==> src/rtl/adder_pkg.sv <==
// Shared defaults and the carry helper used by the ripple adder.
package adder_pkg;

   localparam int DEFAULT_WIDTH = 1;
   localparam int DEFAULT_CNT_W = 16;

   function automatic logic maj3(input logic x, input logic y, input logic z);
      return (x & y) | (x & z) | (y & z);
   endfunction

endpackage

==> src/rtl/full_adder_if.sv <==
// Operand/result bundle for full_adder; the adder sits on the slave side.
interface full_adder_if
   import adder_pkg::*;
#(
   parameter int WIDTH = DEFAULT_WIDTH,
   parameter int CNT_W = DEFAULT_CNT_W
) ();

   logic [WIDTH-1:0] a;
   logic [WIDTH-1:0] b;
   logic             cin;
   logic [WIDTH-1:0] sum;
   logic             cout;
   logic [WIDTH-1:0] sum_q;
   logic             cout_q;
   logic [CNT_W-1:0] carry_cnt;

   modport master (
      output a, b, cin,
      input  sum, cout, sum_q, cout_q, carry_cnt
   );

   modport slave (
      input  a, b, cin,
      output sum, cout, sum_q, cout_q, carry_cnt
   );

endinterface

==> src/rtl/full_adder_cell.sv <==
// Purely combinational 1-bit full adder cell.
module full_adder_cell
   import adder_pkg::*;
(
   input  logic a,
   input  logic b,
   input  logic ci,
   output logic s,
   output logic co
);

   assign s  = a ^ b ^ ci;
   assign co = maj3(a, b, ci);

endmodule

==> src/rtl/full_adder.sv <==
// Ripple-carry adder with a zero-latency result, a registered copy of it,
// and a saturating count of cycles that produced a carry-out.
module full_adder
   import adder_pkg::*;
#(
   parameter int WIDTH = DEFAULT_WIDTH,
   parameter int CNT_W = DEFAULT_CNT_W
) (
   input  logic         clk,
   input  logic         rst_n,
   full_adder_if.slave  bus
);

   logic [WIDTH:0]   carry;
   logic [WIDTH-1:0] sum_w;
   logic [WIDTH-1:0] sum_r;
   logic             cout_r;
   logic [CNT_W-1:0] cnt_r;

   assign carry[0] = bus.cin;

   for (genvar i = 0; i < WIDTH; i++) begin : g_cell
      full_adder_cell u_cell (
         .a  (bus.a[i]),
         .b  (bus.b[i]),
         .ci (carry[i]),
         .s  (sum_w[i]),
         .co (carry[i+1])
      );
   end

   // Counter holds at all-ones rather than wrapping so a busy run stays visible.
   always_ff @(posedge clk or negedge rst_n) begin
      if (!rst_n) begin
         sum_r  <= '0;
         cout_r <= 1'b0;
         cnt_r  <= '0;
      end else begin
         sum_r  <= sum_w;
         cout_r <= carry[WIDTH];
         if (carry[WIDTH] && (cnt_r != {CNT_W{1'b1}}))
            cnt_r <= cnt_r + CNT_W'(1);
      end
   end

   assign bus.sum       = sum_w;
   assign bus.cout      = carry[WIDTH];
   assign bus.sum_q     = sum_r;
   assign bus.cout_q    = cout_r;
   assign bus.carry_cnt = cnt_r;

endmodule

==> src/flat_wrapper.sv <==
// flat-port wrapper written by rule: the top's interface ports become plain ports
module full_adder_flat import adder_pkg::*;
#(
   parameter int WIDTH = DEFAULT_WIDTH,
   parameter int CNT_W = DEFAULT_CNT_W
)
  (clk, rst_n, bus_a, bus_b, bus_cin, bus_sum, bus_cout, bus_sum_q, bus_cout_q, bus_carry_cnt);
  full_adder_if #(.WIDTH(WIDTH), .CNT_W(CNT_W)) bus_i ();
  input  logic clk;
  input  logic rst_n;
  input wire logic [$bits(bus_i.a)-1:0] bus_a;
  input wire logic [$bits(bus_i.b)-1:0] bus_b;
  input wire logic [$bits(bus_i.cin)-1:0] bus_cin;
  output wire logic [$bits(bus_i.sum)-1:0] bus_sum;
  output wire logic [$bits(bus_i.cout)-1:0] bus_cout;
  output wire logic [$bits(bus_i.sum_q)-1:0] bus_sum_q;
  output wire logic [$bits(bus_i.cout_q)-1:0] bus_cout_q;
  output wire logic [$bits(bus_i.carry_cnt)-1:0] bus_carry_cnt;
  assign bus_i.a = bus_a;
  assign bus_i.b = bus_b;
  assign bus_i.cin = bus_cin;
  assign bus_sum = bus_i.sum;
  assign bus_cout = bus_i.cout;
  assign bus_sum_q = bus_i.sum_q;
  assign bus_cout_q = bus_i.cout_q;
  assign bus_carry_cnt = bus_i.carry_cnt;
  full_adder #(.WIDTH(WIDTH), .CNT_W(CNT_W)) u_core (.clk(clk), .rst_n(rst_n), .bus(bus_i));
endmodule
==> config.mk <==
export PLATFORM = sky130hd
export DESIGN_NAME = full_adder_flat
export DESIGN_NICKNAME = d
export VERILOG_FILES = /design/src/rtl/adder_pkg.sv /design/src/rtl/full_adder_if.sv /design/src/rtl/full_adder_cell.sv /design/src/rtl/full_adder.sv /design/src/flat_wrapper.sv
export SDC_FILE = /design/constraint.sdc
export NUM_CORES = 1
export LEC_CHECK = 0
export CAP_MARGIN = 20
export CORE_MARGIN = 2
export CORE_UTILIZATION = 49
export DETAILED_ROUTE_END_ITERATION = 6
export GPL_ROUTABILITY_DRIVEN = 1
export PLACE_DENSITY = 0.82
export RECOVER_POWER = 25
export SYNTH_ARGS = -nofsm -noshare
export SYNTH_HDL_FRONTEND = slang
export SYNTH_SLANG_ARGS = --single-unit
export TNS_END_PERCENT = 5
==> constraint.sdc <==
create_clock -name clk -period 3.52 [get_ports clk]
set_input_delay 0.704 -clock clk [delete_from_list [all_inputs] [get_ports clk]]
set_output_delay 0.704 -clock clk [all_outputs]
set_load 0.02 [all_outputs]
# Word-level counts from Yosys, hierarchy flattened

Index checks and enable logic that the tools add are counted.

Register bits: 18
Input port bits: 5
Output and inout bits: 20
Word-level logic and storage cells: 13

Add/subtract/negate cells: 1
Equal/unequal tests: 1
Bitwise operators: 7
Reduce and logical (&&, ||, !) cells: 1

Operator list:

| kind                                          | count |
|---|---|
| adder 16 x 1 -> 16 bit, second input constant | 1 |
| inequality test 16 bit, second input constant | 1 |
| bitwise AND 1 bit                             | 3 |
| OR 1 bit                                      | 2 |
| bitwise XOR 1 bit                             | 2 |
| logical AND 1 bit                             | 1 |

# Depth between registers and ports, before layout

Depth in word-level cells: 4
Gate-level depth with buffers: 6
Gate-level depth less buffers: 5

# Hierarchy

From an unflattened synthesis, not the netlist that was laid out.

Cell total of the unflattened synthesis: 75
Area total of the unflattened synthesis: 929.6 um2

By module, submodules not included:

| module          | instances | cells each | area each (um2) | sequential area each (um2) |
|---|---|---|---|---|
| full_adder      | 1         | 74         | 909.6           | 450.4 |
| full_adder_cell | 1         | 1          | 20.0            | 0.0 |

# Worst setup path before layout

No wires, ideal clock.

Path kind: in2reg
Start point: input bus_b
End point: register u_core.cnt_r[13] (netlist: u_core.bus.carry_cnt[13])
Library setup time: 0.131 ns
Arrival: 1.932 ns
Required time: 3.389 ns
Setup slack: 1.457 ns
Stages: 5
Cell sequence: fa_1 -> nand3_1 -> nor4_1 -> nand4_1 -> xnor2_1

Longest elaborated chain between the ends: 4
Elaborated cells on any way between the ends: 5

Ends and longest elaborated chain:

| what                   | line               | text |
|---|---|---|
| start: declaration     | flat_wrapper.sv:12 | `input wire logic [$bits(bus_i.b)-1:0] bus_b;` |
| bitwise AND 1 bit      | adder_pkg.sv:8     | `return (x & y) \| (x & z) \| (y & z);` |
| OR 1 bit               | adder_pkg.sv:8     |  |
| OR 1 bit (*)           | adder_pkg.sv:8     |  |
| logical AND 1 bit (*)  | full_adder.sv:41   | `if (carry[WIDTH] && (cnt_r != {CNT_W{1'b1}}))` |
| end signal: assignment | full_adder.sv:42   | `cnt_r <= cnt_r + CNT_W'(1);` |
| end: declaration       | full_adder.sv:18   | `logic [CNT_W-1:0] cnt_r;` |

Mark *: on every way between the ends. The rest lies on a longest branch, timed or not.
A chain may end at the register's enable or synchronous reset.

# Final worst setup path

Start point: input bus_cin
End point: output bus_sum

Longest elaborated chain between the ends: 1

Ends and longest elaborated chain:

| what               | line                  | text |
|---|---|---|
| start: declaration | flat_wrapper.sv:13    | `input wire logic [$bits(bus_i.cin)-1:0] bus_cin;` |
| bitwise XOR 1 bit  | full_adder_cell.sv:12 | `assign s = a ^ b ^ ci;` |
| end: declaration   | flat_wrapper.sv:14    | `output wire logic [$bits(bus_i.sum)-1:0] bus_sum;` |

Every way passes these cells.

==> impl_metrics.tcl <==
set metrics [dict create \
    arrival_ns 2.43 \
    synth_top_area_cell "dfrtp_1" \
    cts.repair.resized 0 \
    cts_tree "yes" \
    power.density_mw_per_mm2 567 \
    die_area_mm2 0.00211 \
    critPathLaunchType "primary input" \
    grt_pass1_vias 666 \
    r2r_cells 5 \
    drive_above_1_share_pct 6.67 \
    fin_skew_ns 0.00423 \
    setup_tns_ns 0 \
    drtIter0Drc 40 \
    min_path_type "reg2reg" \
    nets 113 \
    ioPinCount 25 \
    setup_violations 0 \
    syn_nets 85 \
    ys_seq_area_share_pct 52.2 \
    antenna_found_initial 0 \
    cts.sinks 18 \
    run_status "completed" \
    vdd_ir_drop_max_v 0.000473 \
    endpoint_kind "output port" \
    clk_pin_slew_ns 0.10 \
    yosysWarnings 0 \
    rows 15 \
    post-route-min-period_ns 3.14 \
    grtUsageTotal_pct 18.2 \
    dp_hpwl_um 1330 \
    worstReg2RegEnd "u_core.bus.carry_cnt[3]" \
    final_core_util_pct 68.5 \
    rsz0062_at_grt "false" \
    place_area_mm2 0.00112 \
    clock_latency_ns 0.30 \
    syn_to_final_growth_pct 34.1 \
    reg2reg_setup_slack_ns 1.84 \
    design_area_mm2 0.00116 \
    p_leak_uw 0.000464 \
    post-cts-setup-buffers 0 \
    antenna_cells 0 \
    tightest_slew_ns 0.788 \
    antenna_left 0 \
    initial_utilization_pct 51.1 \
    r2r-start "u_core.bus.carry_cnt[0]" \
    holdCritStartpoint "u_core.bus.carry_cnt[5]" \
    hold_depth 1 \
    overflow 0 \
    netlist_top_cells_area "dfrtp_1 52%, xnor2_1 7.1%, nand3_1 5.8%" \
    synthDominantCellAreaShare_pct 52.2 \
    path_class "in2out" \
    wirelength_um 1720 \
    slew_headroom_pct 47.3 \
    holdBufCountCts 0 \
    grt_max_degree 19 \
    grt_pass1_wl_um 2760 \
    finalHoldViolations 0 \
    avgViaCountPerCell 6.14 \
    maxCapViolCount 0 \
    hold_end "u_core.bus.carry_cnt[5]" \
    cts_root_buffer "clkbuf_4" \
    drcViolationCount 0 \
    syn_inst 78 \
    avgSynthCellArea_um2 11.1 \
    clockBufferDepth 2 \
    numPortBuffers 24 \
    die_w_um 46.0 \
    gp_congestion 0.841 \
    num_vias 749 \
    drv_slew 0 \
    fmax_mhz 319 \
    die_h_um 46.0 \
    cts_buffers 3 \
    ys_ff_latch 18 \
    htreeDepth 1 \
    wire_per_inst_um 14.1 \
    core-area_mm2 0.00169 \
    critPathMaxFanout 2 \
    finalCritPeriodShare_pct 89.1 \
    synth_area_um2 863 \
    dr.pass1.iters 5 \
    cp.required_ns 2.82 \
    synthDistinctLibCells 23 \
]
==> how the worst max path moves through the flow <==
stage,start,endpoint,slack [ns]
2_1_floorplan,bus_b,u_core.bus.carry_cnt[13],1.46
3_3_place_gp,bus_cin,bus_sum,0.52
3_5_place_dp,bus_cin,bus_sum,0.51
4_1_cts,bus_cin,bus_sum,0.51
5_1_grt,bus_cin,bus_sum,0.33
6_report,bus_cin,bus_sum,0.38
==> worst max-delay path: stages <==
cell,delay (ns)
dlygate4sd3_1,0.56
fa_1,0.56
clkdlybuf4s50_1,0.61
==> layer usage <==
| layer | global-route usage [%] | share of wire, % | vias to the layer above |
|---|---|---|---|
| met5 | 0 | 0 | - |
| met4 | 6.86 | 1.6 | 0 |
| met3 | 3.57 | 7.2 | 2 |
| met2 | 29.4 | 48 | 33 |
| met1 | 24.0 | 43 | 359 |
| li1 | - | - | 355 |
==> kinds of logic after synthesis <==
logic type | share of synthesized area, %
buf+inv | 0.434
compound gates | 10.0
flops | 52.2
simple gates | 23.2
mux | 1.30
fa+ha+maj | 3.77
xor+xnor | 9.13
==> per-stage QoR <==
step / setup WS [ns] / total power, uW / instances / hold slack, ns
floorplan: 1.46 / 421 / 78 / 0.408
global placement: 0.517 / 529 / 118 / 0.523
detailed placement: 0.509 / 532 / 118 / 0.532
CTS: 0.507 / 659 / 122 / 0.549
global route: 0.333 / 694 / 122 / 0.567
finish: 0.383 / 656 / 122 / 0.548
==> sequential cells by signal (all words and copies together), names as in the netlist <==
signal	count
u_core.bus.carry_cnt	16
u_core.bus.sum_q	1
u_core.bus.cout_q	1
==> layout by cell type (no fill, tap or decap), drive strengths merged, types with 2 or more instances in the layout <==
master	instances
clkdlybuf4s50	22
dfrtp	18
xor2	2
nand3	10
nand4	8
nor2	2
a31oi	3
a41oi	2
nand2	7
dlygate4sd3	2
xnor2	7
nor3	3
a21oi	3
and4	3
clkbuf	4
==> power by group <==
group	total (uW)	switching [uW]	internal (uW)
registers	303	58.4	245
logic	225	115	110
clock network	128	64.5	63.1
==> synthesized netlist by cell type (all sizes together) <==
| cell type | count |
|---|---|
| a41oi | 2 |
| mux2 | 1 |
| nor2 | 2 |
| and2 | 1 |
| xor2 | 2 |
| and4 | 3 |
| nand2 | 7 |
| o21a | 1 |
| o41ai | 1 |
| nor3 | 3 |
| a21oi | 3 |
| clkbuf | 1 |
| dfrtp | 18 |
| xnor2 | 7 |
| o41a | 1 |
| ha | 1 |
| nand3 | 10 |
| nor4 | 1 |
| and3 | 1 |
| fa | 1 |
| nand4 | 8 |
| a31oi | 3 |
==> final cells by class <==
type	instances	area (um^2)
clock buffer	4	36.3
multi-input combinational	59	409
timing repair buffer	24	240
tap	17	21.3
sequential	18	450
fill	127	532
Note: power is estimated with default switching activity, not from simulation.
